<file path="config.mk">
export PLATFORM = sky130hd
export DESIGN_NAME = lambda_dispatch
export DESIGN_NICKNAME = d
export VERILOG_FILES = /design/src/rtl/lambda_dispatch.sv
export SDC_FILE = /design/constraint.sdc
export NUM_CORES = 1
export LEC_CHECK = 0
export BUFFER_PORTS_ARGS = -buffer_cell sky130_fd_sc_hd__buf_4
export CAP_MARGIN = 30
export CORE_MARGIN = 2
export CORE_UTILIZATION = 25
export DETAILED_ROUTE_END_ITERATION = 7
export PLACE_DENSITY_LB_ADDON = 0.05
export SKIP_LAST_GASP = 1
export SYNTH_ARGS = -nofsm -noshare
export SYNTH_HDL_FRONTEND = slang
export SYNTH_HIERARCHICAL = 1
export SYNTH_SLANG_ARGS = --single-unit
</file>
<file path="constraint.sdc">
create_clock -name clock -period 2.7 [get_ports clock]
set_clock_uncertainty 0.2 [all_clocks]
set_input_delay 0.405 -clock clock [delete_from_list [all_inputs] [get_ports clock]]
set_output_delay 0.405 -clock clock [all_outputs]
set_load 0.05 [all_outputs]
</file>
<file path="src/rtl/lambda_dispatch.sv">
// lambda_dispatch: issues two-operand calls round-robin to a bank of
// NUM_UNITS external function units and returns results in issue order.

// Per-unit bookkeeping: busy flag plus a capture register for results that
// finish before the unit reaches the head of the order queue.
module lambda_dispatch_slot #(
  parameter int WIDTH = 32
) (
  input  logic             clock,
  input  logic             reset,
  input  logic             issue,
  input  logic             retire,
  input  logic             done,
  input  logic [WIDTH-1:0] done_data,
  output logic             busy,
  output logic             cap_flag,
  output logic [WIDTH-1:0] cap_reg
);

  // Busy from issue until delivered; capture only results from a busy unit.
  always_ff @(posedge clock or negedge reset) begin
    if (!reset) begin
      busy     <= 1'b0;
      cap_flag <= 1'b0;
      cap_reg  <= '0;
    end else begin
      if (retire)     busy <= 1'b0;
      else if (issue) busy <= 1'b1;
      if (retire)            cap_flag <= 1'b0;
      else if (done && busy) cap_flag <= 1'b1;
      if (done && busy) cap_reg <= done_data;
    end
  end

endmodule

module lambda_dispatch #(
  parameter int WIDTH     = 32,
  parameter int NUM_UNITS = 2,
  parameter int UIDX_W    = 1
) (
  input  logic                       clock,
  input  logic                       reset,
  input  logic                       request,
  input  logic [WIDTH-1:0]           in1,
  input  logic [WIDTH-1:0]           in2,
  output logic                       ready,
  output logic                       out,
  output logic [WIDTH-1:0]           result,
  output logic [NUM_UNITS-1:0]       unit_request,
  output logic [WIDTH-1:0]           unit_in1,
  output logic [WIDTH-1:0]           unit_in2,
  input  logic [NUM_UNITS-1:0]       unit_out,
  input  logic [NUM_UNITS*WIDTH-1:0] unit_result,
  output logic [UIDX_W:0]            outstanding,
  output logic                       proto_err
);

  logic [NUM_UNITS-1:0]            busy, cap_flag, issue_vec, retire_vec;
  logic [NUM_UNITS-1:0][WIDTH-1:0] cap_reg, ures;
  logic [UIDX_W-1:0]               q_mem [NUM_UNITS];
  logic [UIDX_W-1:0]               wr_ptr, rd_ptr, rr, pick, head;
  logic [UIDX_W:0]                 q_cnt;
  logic                            accept, deliver;
  logic [WIDTH-1:0]                deliver_data;

  assign ures        = unit_result;
  assign head        = q_mem[rd_ptr];
  assign outstanding = q_cnt;
  assign ready       = (~&busy) && (q_cnt < (UIDX_W+1)'(NUM_UNITS));
  assign accept      = request && ready;

  function automatic logic [UIDX_W-1:0] wrap_inc(input logic [UIDX_W-1:0] p);
    return (p == UIDX_W'(NUM_UNITS-1)) ? '0 : p + 1'b1;
  endfunction

  // First idle unit at or after the round-robin pointer, using pre-edge busy.
  always_comb begin
    int j;
    logic found;
    pick  = '0;
    found = 1'b0;
    j     = 0;
    for (int i = 0; i < NUM_UNITS; i++) begin
      j = int'(rr) + i;
      if (j >= NUM_UNITS) j = j - NUM_UNITS;
      if (!found && !busy[j]) begin
        found = 1'b1;
        pick  = UIDX_W'(j);
      end
    end
  end

  // Head-of-queue delivery; a same-cycle done pulse bypasses the capture reg.
  always_comb begin
    deliver      = 1'b0;
    deliver_data = '0;
    if (q_cnt != '0) begin
      deliver      = cap_flag[head] || unit_out[head];
      deliver_data = cap_flag[head] ? cap_reg[head] : ures[head];
    end
  end

  // Per-unit issue/retire strobes.
  always_comb begin
    issue_vec  = '0;
    retire_vec = '0;
    for (int k = 0; k < NUM_UNITS; k++) begin
      issue_vec[k]  = accept  && (pick == UIDX_W'(k));
      retire_vec[k] = deliver && (head == UIDX_W'(k));
    end
  end

  for (genvar g = 0; g < NUM_UNITS; g++) begin : g_slot
    lambda_dispatch_slot #(.WIDTH(WIDTH)) u_slot (
      .clock    (clock),
      .reset    (reset),
      .issue    (issue_vec[g]),
      .retire   (retire_vec[g]),
      .done     (unit_out[g]),
      .done_data(ures[g]),
      .busy     (busy[g]),
      .cap_flag (cap_flag[g]),
      .cap_reg  (cap_reg[g])
    );
  end

  // Order queue storage; validity is tracked by the pointers and count.
  always_ff @(posedge clock) begin
    if (accept) q_mem[wr_ptr] <= pick;
  end

  // Issue/deliver registers, queue pointers, rr pointer and sticky error.
  always_ff @(posedge clock or negedge reset) begin
    if (!reset) begin
      out          <= 1'b0;
      result       <= '0;
      unit_request <= '0;
      unit_in1     <= '0;
      unit_in2     <= '0;
      wr_ptr       <= '0;
      rd_ptr       <= '0;
      q_cnt        <= '0;
      rr           <= '0;
      proto_err    <= 1'b0;
    end else begin
      unit_request <= issue_vec;
      out          <= deliver;
      if (accept) begin
        unit_in1 <= in1;
        unit_in2 <= in2;
        wr_ptr   <= wrap_inc(wr_ptr);
        rr       <= wrap_inc(pick);
      end
      if (deliver) begin
        result <= deliver_data;
        rd_ptr <= wrap_inc(rd_ptr);
      end
      case ({accept, deliver})
        2'b10:   q_cnt <= q_cnt + 1'b1;
        2'b01:   q_cnt <= q_cnt - 1'b1;
        default: q_cnt <= q_cnt;
      endcase
      if (|(unit_out & ~busy)) proto_err <= 1'b1;
    end
  end

endmodule

</file>
==> results by stage <==
Status:
- The flow ran to the end, and the final reports show no timing, DRC or antenna violations.

Yosys:
- The synthesized design spends more area on one cell type than any other, namely sky130_fd_sc_hd__dfrtp_1.
- By instance count, the leading cell after synthesis is sky130_fd_sc_hd__dfrtp_1.
- For this run, the leading register cell type out of synthesis is sky130_fd_sc_hd__dfrtp_1.
- The count of synthesis-stage warnings from yosys is 6.
- The post-synthesis cell type count is 27.
- Sorting the synthesized cells by how often they occur yields sky130_fd_sc_hd__dfrtp_1 (173), sky130_fd_sc_hd__nor2_1 (76), sky130_fd_sc_hd__mux2_4 (61).
- The async set-or-reset flop fraction in the synthesized netlist is 0.989.
- A synthesized cell averages 13.5 um2.
- Yosys mapped a number of flops with a built-in enable equal to 2.
- The number of register bits inferred by synthesis is 175.
- The post-synthesis instance total is 581.
- Counting every net in the synthesized netlist gives 715.
- Yosys attributes the largest share of cell area to sky130_fd_sc_hd__dfrtp_1 (55%), sky130_fd_sc_hd__mux2_4 (12%), sky130_fd_sc_hd__mux2_2 (8.5%).
- The share of synthesized area in the top cell type comes to 0.552.
- Summing every instance area after synthesis gives 7840 um2.
- The part of the Yosys area used for sequential elements is 0.560.

Detailed routing:
- In this run, the number of DRC markers left after iteration 0 of detailed routing was 381.
- The count of unresolved DRC violations after routing is 0.
- After detailed routing, the average wire length per cell comes to 18.3 um.
- The number of detailed-routing iterations run before antenna repair is 5.
- After detailed routing, the total wire length is 24,300 um.
- The total vias in the final route is 5,974.
- The remaining antenna violation count is 0.
- Dividing the detail-routed via count by the number of cells gives 4.50.

Global route:
- The largest net degree at the start of global routing is 68.
- The wire length of the first global-routing pass is 38,600 um.
- Global routing finished with a remaining overflow of 0.
- The number of global-route vias before repair is 6,540.
- The global router's overall resource usage is 0.153.
- The initial antenna violation count is 0.

Worst setup path:
- Tracing the worst setup path back leads to its startpoint at rd_ptr$_DFFE_PN0P_.
- For the worst flop-to-flop path, the logic depth is 4.
- The cell with the biggest individual delay on the critical path is sky130_fd_sc_hd__mux2i_1.
- The highest fanout seen on the critical path is 19.
- The start of the worst register-to-register path is rd_ptr$_DFFE_PN0P_.
- The worst stage delay on the critical path is 0.46 ns.
- STA classifies the critical path endpoint as a flop.
- The element type at the critical path start is a flop.
- The minimum setup slack among reg-to-reg paths is 0.43 ns.
- The data arrival time of the critical path is 2.37 ns.
- Walking the worst path, the cells encountered are mux2i_1, mux2_4, buf_4, a222oi_1.
- The endpoint of the lowest-slack register-to-register path is result[18]$_DFFE_PN0P_.
- STA puts the critical path data required time at 2.80 ns.
- The worst setup path is of the flop to flop kind.
- In this run the worst setup path terminates at result[18]$_DFFE_PN0P_.

CTS:
- After clock tree synthesis, the clock-pin slew on the worst setup and hold paths is 0.06 ns.
- Clock tree synthesis inserted a total of 17 buffers.
- Post-CTS timing repair inserted 0 buffers for setup.
- The latest clock arrival within the worst-skew pair is 0.43 ns.
- The number of gates resized after cts is 0.
- The CTS sink count is 175.
- The clock tree root driver cell is sky130_fd_sc_hd__clkbuf_16.
- The H-tree depth reported by CTS is 4.
- The number of buffers on the longest clock path is 2.
- The number of hold buffers added after cts is 111.
- The clock tree from TritonCTS is built.

Timing:
- The max-slew violation total from the final report was 0.
- Setup repair after global routing left no endpoint under its margin.
- Setup violations remaining at the end of the flow were counted as 0.
- Dividing the final minimum period by the clock period gives 0.841.
- The post-route minimum period is 2.27 ns.
- The worst slew margin relative to its limit is 0.382.
- At the pin with the least slew margin, the transition time is 0.925 ns.
- The number of hold violations in the final report came to 0.
- The timing-limited maximum frequency is 0.440 GHz.
- The final-layout worst hold slack is 0.0291 ns.
- In the final timing run, aggregate negative setup slack is 0 ns.

Place:
- In this run the cell area measured after placement is 10000 um2.
- Routability-driven placement finished with a final weighted congestion of 0.729.
- Once detailed placement completed, the half-perimeter wirelength came to 16,500 um.
- The number of buffers inserted by port buffering is 235.
- The cell count after placement is 1,185.

Power:
- The leakage power figure is 0.00553 uW.
- Dividing total power by cell area gives a power density of 1350 nW/um2.
- Across the VDD grid, the largest voltage drop is 0.589 mV.

Final layout:
- The cell area after layout is 11,800 um2.
- The register with the most flip-flops in the layout has 64 of them.
- The final layout net count is 1,053.
- The area added between synthesis and finish is 50.1%.
- In the final layout, the share of cells above drive strength 1 is 0.438.
- Leaving out filler cells and counting taps, the final layout contains 1,328.
- The antenna diode instance count is 0.

Die:
- The initial core utilization is 0.255.
- The number of primary I/O pins is 236.
- The floorplan step defined a die boundary enclosing 32,800 um2.
- The horizontal extent of the die is 181 um.
- The area of the core region is 30,700 um2.
- The number of standard-cell rows in the floorplan is 64.
- The height of the die is 181 um.

Job:
- Max-cap violations in this run came to 0.

Min path:
- The worst min-delay path class is input pin to flop.
[cells by family after synthesis]
| group | Yosys count | share of synthesized area |
|---|---|---|
| muxes | 131 | 0.217 |
| xor gates and xnor gates | 5 | 0.00559 |
| DFF | 175 | 0.560 |
| AOI/OAI and AO/OA | 105 | 0.118 |
| and+or+nand+nor | 83 | 0.0428 |
| adders and majority gates | 1 | 0.00160 |
| buffers and inverters | 81 | 0.0552 |
[power by group]
part           leakage, uW  total (uW)  internal, uW  switching [uW]
Combinational      0.00318        8310          3230            5080
Sequential         0.00203        4790          3990             801
Clock             0.000315        2810          1770            1050
Total              0.00553       15900          8980            6930
[worst max-delay path: cells and delay by family, from the launching register on]
| kind | cells | cell delay [ns] |
|---|---|---|
| mux | 2 | 0.91 |
| flops | 1 | 0.41 |
| buf+inv | 1 | 0.25 |
| compound gates | 1 | 0.39 |
[placed cells by master, fill, tap and decap left out]
cell type	netlist	routed
sky130_fd_sc_hd__a21oi_1	4	4
sky130_fd_sc_hd__a21oi_2	1	1
sky130_fd_sc_hd__a222oi_1	32	32
sky130_fd_sc_hd__a31oi_1	1	1
sky130_fd_sc_hd__and3_1	1	1
sky130_fd_sc_hd__buf_12	6	3
sky130_fd_sc_hd__buf_4	0	248
sky130_fd_sc_hd__bufinv_16	0	6
sky130_fd_sc_hd__clkbuf_1	28	4
sky130_fd_sc_hd__clkbuf_16	0	17
sky130_fd_sc_hd__clkbuf_8	0	2
sky130_fd_sc_hd__clkinv_2	0	1
sky130_fd_sc_hd__clkinvlp_4	0	2
sky130_fd_sc_hd__dfrtp_1	173	171
sky130_fd_sc_hd__dfrtp_2	0	2
sky130_fd_sc_hd__dlygate4sd3_1	0	111
sky130_fd_sc_hd__edfxtp_1	2	2
sky130_fd_sc_hd__ha_1	1	1
sky130_fd_sc_hd__inv_1	37	37
sky130_fd_sc_hd__inv_6	0	1
sky130_fd_sc_hd__mux2_1	10	10
sky130_fd_sc_hd__mux2_2	59	59
sky130_fd_sc_hd__mux2_4	61	61
sky130_fd_sc_hd__mux2i_1	1	1
sky130_fd_sc_hd__nand2_2	0	1
sky130_fd_sc_hd__nand2_4	2	2
sky130_fd_sc_hd__nand2b_1	2	2
sky130_fd_sc_hd__nor2_1	76	74
sky130_fd_sc_hd__nor2_4	0	2
sky130_fd_sc_hd__nor3_1	1	1
sky130_fd_sc_hd__o21ai_0	1	1
sky130_fd_sc_hd__o22ai_1	6	6
sky130_fd_sc_hd__o2bb2ai_1	60	60
sky130_fd_sc_hd__xnor2_1	4	4
sky130_fd_sc_hd__xor2_1	1	1
[stage by stage]
| step | power [uW] | util | worst slack (ns) |
|---|---|---|---|
| after floorplan | 10600 | - | 0.197 |
| after global placement | 13000 | 0.325 | 0.504 |
| after detailed placement | 13100 | 0.325 | 0.446 |
| after CTS | 16100 | 0.383 | 0.428 |
| after global routing | 16800 | 0.383 | 0.263 |
| final | 15900 | 0.383 | 0.429 |
[routing by layer]
layer,up-vias,GRT usage,share of wire
met3,22,0.0278,0.038
met2,169,0.250,0.48
li1,2779,-,-
met1,3004,0.205,0.46
met5,-,0,0
met4,0,0.0491,0.017
[area by class of cell]
| type | count | area [um2] |
|---|---|---|
| Clock buffer | 22 | 454 |
| Timing Repair Buffer | 363 | 3050 |
| Fill cell | 3008 | 19000 |
| Clock inverter | 10 | 209 |
| Sequential cell | 175 | 4390 |
| Multi-Input combinational cell | 325 | 3040 |
| Inverter | 37 | 139 |
| Tap cell | 396 | 495 |
[worst min-delay path by stage]
stage / start / endpoint / slack [ns] / cells past startpoint
2_1_floorplan: reset / g_slot[0].u_slot/busy$_DFFE_PN0P_ / -0.09 / 0
3_3_place_gp: reset / g_slot[0].u_slot/cap_reg[6]$_DFFE_PN0P_ / 0.27 / 1
3_5_place_dp: reset / g_slot[0].u_slot/cap_reg[3]$_DFFE_PN0P_ / 0.27 / 1
4_1_cts: unit_result[37] / g_slot[1].u_slot/cap_reg[5]$_DFFE_PN0P_ / 0.0001 / 2
5_1_grt: unit_result[61] / g_slot[1].u_slot/cap_reg[29]$_DFFE_PN0P_ / 0.006 / 2
6_report: in1[1] / unit_in1[1]$_DFFE_PN0N_ / 0.03 / 2
No activity file was read; power rests on OpenSTA's default activity.
